<file path="config.mk">
export PLATFORM = sky130hd
export DESIGN_NAME = spi_slave_frame_ctrl
export DESIGN_NICKNAME = d
export VERILOG_FILES = /design/src/rtl/spi_slave_frame_ctrl.sv
export SDC_FILE = /design/constraint.sdc
export NUM_CORES = 1
export LEC_CHECK = 0
export ABC_AREA = 0
export CORE_ASPECT_RATIO = 1.4
export CORE_MARGIN = 3
export CORE_UTILIZATION = 53
export DETAILED_ROUTE_END_ITERATION = 8
export PLACE_DENSITY_LB_ADDON = 0.1
export SLEW_MARGIN = 20
export SYNTH_ARGS = -nofsm -noshare
export SYNTH_HDL_FRONTEND = slang
export SYNTH_SLANG_ARGS = --single-unit
</file>
<file path="constraint.sdc">
create_clock -name clk -period 2.1 [get_ports clk]
set_clock_uncertainty 0.05 [all_clocks]
set_input_delay 0.42 -clock clk [delete_from_list [all_inputs] [get_ports clk]]
set_output_delay 0.42 -clock clk [all_outputs]
set_load 0.01 [all_outputs]
</file>
<file path="src/rtl/spi_slave_frame_ctrl.sv">
// SPI slave front-end: deserialises one command frame per SS_n assertion, pulses rx_valid,
// and shifts RAM read data out on MISO. Optional feature macro: SPI_SLAVE_ABORT_CNT_EN.
module spi_slave_frame_ctrl #(
  parameter int unsigned CMD_W  = 2,
  parameter int unsigned DATA_W = 8
) (
  input  logic                    clk,
  input  logic                    rst,
  input  logic                    SS_n,
  input  logic                    MOSI,
  output logic                    MISO,
  output logic [CMD_W+DATA_W-1:0] rx_data,
  output logic                    rx_valid,
  input  logic [DATA_W-1:0]       tx_data,
  input  logic                    tx_valid,
`ifdef SPI_SLAVE_ABORT_CNT_EN
  output logic [7:0]              abort_cnt,
`endif
  output logic                    busy
);

  localparam int unsigned FRAME_W = CMD_W + DATA_W;
  localparam int unsigned CNT_W   = $clog2(FRAME_W + 1);
  localparam int unsigned OUT_W   = $clog2(DATA_W + 1);

  localparam logic [CNT_W-1:0] FrameCnt = CNT_W'(FRAME_W);
  localparam logic [CNT_W-1:0] LastBit  = CNT_W'(FRAME_W - 1);
  localparam logic [OUT_W-1:0] OutLast  = OUT_W'(DATA_W);

  typedef enum logic [2:0] {
    StIdle,
    StChkCmd,
    StWrite,
    StReadAdd,
    StReadData,
    StDone
  } state_e;

  state_e               state_q, state_d;
  logic [CNT_W-1:0]     bit_cnt_q, bit_cnt_d;
  logic [FRAME_W-1:0]   shift_q, shift_d;
  logic [FRAME_W-1:0]   rx_data_q, rx_data_d;
  logic                 rx_valid_q, rx_valid_d;
  logic                 rd_pend_q, rd_pend_d;
  logic [DATA_W-1:0]    out_q, out_d;
  logic [OUT_W-1:0]     out_cnt_q, out_cnt_d;
  logic                 miso_q, miso_d;

  always_ff @(posedge clk) begin
    if (rst) begin
      state_q    <= StIdle;
      bit_cnt_q  <= '0;
      shift_q    <= '0;
      rx_data_q  <= '0;
      rx_valid_q <= 1'b0;
      rd_pend_q  <= 1'b0;
      out_q      <= '0;
      out_cnt_q  <= '0;
      miso_q     <= 1'b0;
    end else begin
      state_q    <= state_d;
      bit_cnt_q  <= bit_cnt_d;
      shift_q    <= shift_d;
      rx_data_q  <= rx_data_d;
      rx_valid_q <= rx_valid_d;
      rd_pend_q  <= rd_pend_d;
      out_q      <= out_d;
      out_cnt_q  <= out_cnt_d;
      miso_q     <= miso_d;
    end
  end

  always_comb begin
    state_d    = state_q;
    bit_cnt_d  = bit_cnt_q;
    shift_d    = shift_q;
    rx_data_d  = rx_data_q;
    rx_valid_d = 1'b0;
    rd_pend_d  = rd_pend_q;
    out_d      = out_q;
    out_cnt_d  = out_cnt_q;
    miso_d     = 1'b0;

    if (SS_n) begin
      // Deselect aborts from any state; completed-frame side effects already happened.
      state_d   = StIdle;
      bit_cnt_d = '0;
      out_cnt_d = '0;
    end else begin
      unique case (state_q)
        StIdle: begin
          state_d   = StChkCmd;
          bit_cnt_d = '0;
        end
        StChkCmd: begin
          shift_d   = {{(FRAME_W - 1){1'b0}}, MOSI};
          bit_cnt_d = CNT_W'(1);
          if (!MOSI)          state_d = StWrite;
          else if (rd_pend_q) state_d = StReadData;
          else                state_d = StReadAdd;
        end
        StWrite, StReadAdd, StReadData: begin
          if (bit_cnt_q < FrameCnt) begin
            shift_d   = {shift_q[FRAME_W-2:0], MOSI};
            bit_cnt_d = bit_cnt_q + 1'b1;
            if (bit_cnt_q == LastBit) begin
              rx_data_d  = shift_d;
              rx_valid_d = 1'b1;
              if (state_q == StWrite) begin
                state_d = StDone;
              end else if (state_q == StReadAdd) begin
                rd_pend_d = 1'b1;
                state_d   = StDone;
              end else begin
                rd_pend_d = 1'b0;
              end
            end
          end else if (state_q == StReadData) begin
            // out_cnt_q == 0 means still waiting for the RAM to present read data.
            if (out_cnt_q == '0) begin
              if (tx_valid) begin
                miso_d    = tx_data[DATA_W-1];
                out_d     = tx_data << 1;
                out_cnt_d = OUT_W'(1);
              end
            end else if (out_cnt_q < OutLast) begin
              miso_d    = out_q[DATA_W-1];
              out_d     = out_q << 1;
              out_cnt_d = out_cnt_q + 1'b1;
            end else begin
              out_cnt_d = '0;
              state_d   = StDone;
            end
          end
        end
        StDone: begin
          state_d = StDone;
        end
        default: begin
          state_d = StIdle;
        end
      endcase
    end
  end

  assign MISO     = miso_q;
  assign rx_data  = rx_data_q;
  assign rx_valid = rx_valid_q;
  assign busy     = (state_q != StIdle);

`ifdef SPI_SLAVE_ABORT_CNT_EN
  logic [7:0] abort_cnt_q, abort_cnt_d;
  logic       mid_frame;

  always_comb begin
    mid_frame   = ((bit_cnt_q != '0) && (bit_cnt_q < FrameCnt)) || (out_cnt_q != '0);
    abort_cnt_d = abort_cnt_q;
    if (SS_n && mid_frame && (abort_cnt_q != 8'hFF)) begin
      abort_cnt_d = abort_cnt_q + 8'd1;
    end
  end

  always_ff @(posedge clk) begin
    if (rst) abort_cnt_q <= '0;
    else     abort_cnt_q <= abort_cnt_d;
  end

  assign abort_cnt = abort_cnt_q;
`endif

endmodule

</file>
==> impl_metrics.json <==
{
  "final_max_slew_viol_count": 0,
  "grt_first_pass_wirelength_um": 6740,
  "stdcell_count": 274,
  "cts.clk_slew.worst_paths_ns": 0.08,
  "synth_seq_cells": 40,
  "power.leakage_nw": 0.967,
  "ant_nets": 0,
  "crit_type": "register to primary output",
  "reg2reg_to": "shift_q[8]",
  "fin_area_um2": 2330,
  "cts_tree": "built",
  "worstHoldStart": "out_q[1]",
  "drc_errors": 0,
  "ff2ff_setup_slack_ns": 0.19,
  "wl_per_cell_um": 14.8,
  "ys.flop_type": "dfxtp_1",
  "post-place-cells": 266,
  "vias": 1611,
  "fin_nets": 253,
  "ys_warn_count": 0,
  "power_w": 0.00150,
  "cp.required_ns": 1.63,
  "seq_area_frac_synth": 0.436,
  "final_common_cell": "dfxtp_1",
  "cts-htree-levels": 2,
  "synthCells": 197,
  "synth_nets": 216,
  "netlist.top_cell.by_area": "dfxtp_1",
  "maxCapViolCount": 0,
  "layout_common_cells": "dfxtp_1, nor2_1, clkdlybuf4s50_1, mux2i_1, buf_4",
  "ctsHoldBuffers": 0,
  "maxSlewHeadroom": 0.636,
  "cts_inserted_buffers": 5,
  "synth.area.top_cells": "dfxtp_1, mux2i_1, nor2_1, ha_1, a22o_1",
  "die_x_um": 55.8,
  "clockBufferDepth": 2,
  "postCtsSetupBuffers": 0,
  "clkLatencyLatePin_ns": 0.29,
  "port_buffers": 25,
  "ys_async_sr_fraction": 0,
  "worst_slew_pin_slew_ns": 0.543,
  "start_util": 0.572,
  "utilization": 0.725,
  "syn_area_um2": 1840,
  "clkSinkCount": 40,
  "yosysTopAreaCellShare": 0.436,
  "max_freq_mhz": 522,
  "r2r_start": "state_q[0]",
  "die_area_um2": 4220,
  "grt_pass1_vias": 1578,
  "core_um2": 3210,
  "status": "finished clean",
  "drt_iter0_markers": 46,
  "diodes": 0,
  "report.final.hold_viol_count": 0,
  "grt_start_max_net_pins": 15,
  "die_h_um": 75.7,
  "rows": 24,
  "rsz0062_at_grt": "false",
  "grt_antenna_before_repair": 0,
  "cp_max_fo": 8,
  "cts-root-buf": "clkbuf_8",
  "drive_gt1_frac": 0.128,
  "synth_area_per_cell_um2": 9.32,
  "place_area_um2": 2210,
  "startpoint": "state_q[1]",
  "grt_usage": 0.202,
  "ir_drop_uv": 489,
  "crit_path_start_kind": "register",
  "cellPowerDensity_nw_per_um2": 645,
  "hp-class": "register to register",
  "arrival_ns": 1.45,
  "drtPass1Iterations": 4,
  "area_growth_syn_to_layout_pct": 26.8,
  "post_drt_via_cell_ratio": 5.88,
  "grt_overflow": 0,
  "ios": 26,
  "worst_setup_path_end_kind": "primary output",
  "finalCritPeriodShare": 0.912,
  "tns_ns": 0,
  "routed_wl_um": 4050,
  "synth_edf_count": 0,
  "cts-resized-gates": 3,
  "min_period_ns": 1.92,
  "hpwlAfterDp_um": 3110,
  "gp_congestion": 0.910,
  "setup_violations": 0,
  "endpoint": "busy",
  "worst-r2r-cell-count": 4,
  "ys_types": 44
}
[metal layers]
layer,wire [µm],global-route usage,up-vias
met1,1660,0.214,770
li1,-,-,797
met5,0,0,-
met4,44,0.0865,0
met3,188,0.0525,6
met2,2150,0.380,38
[state kept, by name (all words and copies together), names as in the netlist]
name	cells
shift_q	9
MISO	1
state_q	3
bit_cnt_q	4
rx_valid	1
out_q	7
out_cnt_q	4
rd_pend_q	1
rx_data	10
[worst max-delay path, cell delays in order (launching register included)]
cell and delay, ns:
dfxtp_2 0.36, buf_4 0.15, or3_1 0.35, dlygate4sd2_1 0.29
[final cells by class]
cell class                      count  area [µm²]
Inverter                            8        30.0
Tap cell                           39        48.8
Multi-Input combinational cell    140         966
Clock inverter                      3        46.3
Sequential cell                    40         803
Fill cell                         257         883
Timing Repair Buffer               39         367
Clock buffer                        5        68.8
[power breakdown]
part	leakage [nW]	internal, W	total, W	switching, W
clock network	0.0548	0.000358	0.000636	0.000278
logic	0.589	0.0000522	0.0000982	0.0000460
registers	0.323	0.000762	0.000769	0.00000641
total	0.967	0.00117	0.00150	0.000331
[worst min-delay path by stage]
stage,endpoint,cells after the start
floorplan,out_q[1],2
global placement,out_q[1],2
detailed placement,out_q[1],2
CTS,out_q[1],2
global route,out_q[1],2
finish,out_q[1],2
[cells in the mapped netlist, types with 2 or more instances]
cell,n
ha_1,6
a22o_1,8
nor3b_1,3
nand2_1,8
clkbuf_1,5
a31oi_1,2
nor4b_1,2
or2_2,2
nor2_1,25
nand4_1,3
nand3_1,4
nor4_1,2
a211oi_1,9
mux2i_1,17
buf_2,3
nand2b_1,6
o21ai_0,9
a21oi_1,8
nor3_1,4
dfxtp_1,40
inv_1,8
[cell families (layout without fill, tap and decap cells)]
| family | count (synthesis) | in the layout | synth area share |
|---|---|---|---|
| buffers and inverters | 17 | 55 | 0.0409 |
| AOI/OAI and AO/OA | 49 | 49 | 0.189 |
| adders and majority gates | 6 | 6 | 0.0409 |
| DFF | 40 | 40 | 0.436 |
| and+or+nand+nor | 68 | 68 | 0.200 |
| muxes | 17 | 17 | 0.0926 |
[through the flow]
step / hold WS, ns / worst slack, ns
final: 0.419 / 0.184
after global routing: 0.467 / 0.0646
after CTS: 0.423 / 0.164
after detailed placement: 0.409 / 0.0340
after global placement: 0.404 / 0.0905
after floorplan: 0.395 / 0.216
(Power assumes the default switching activity.)
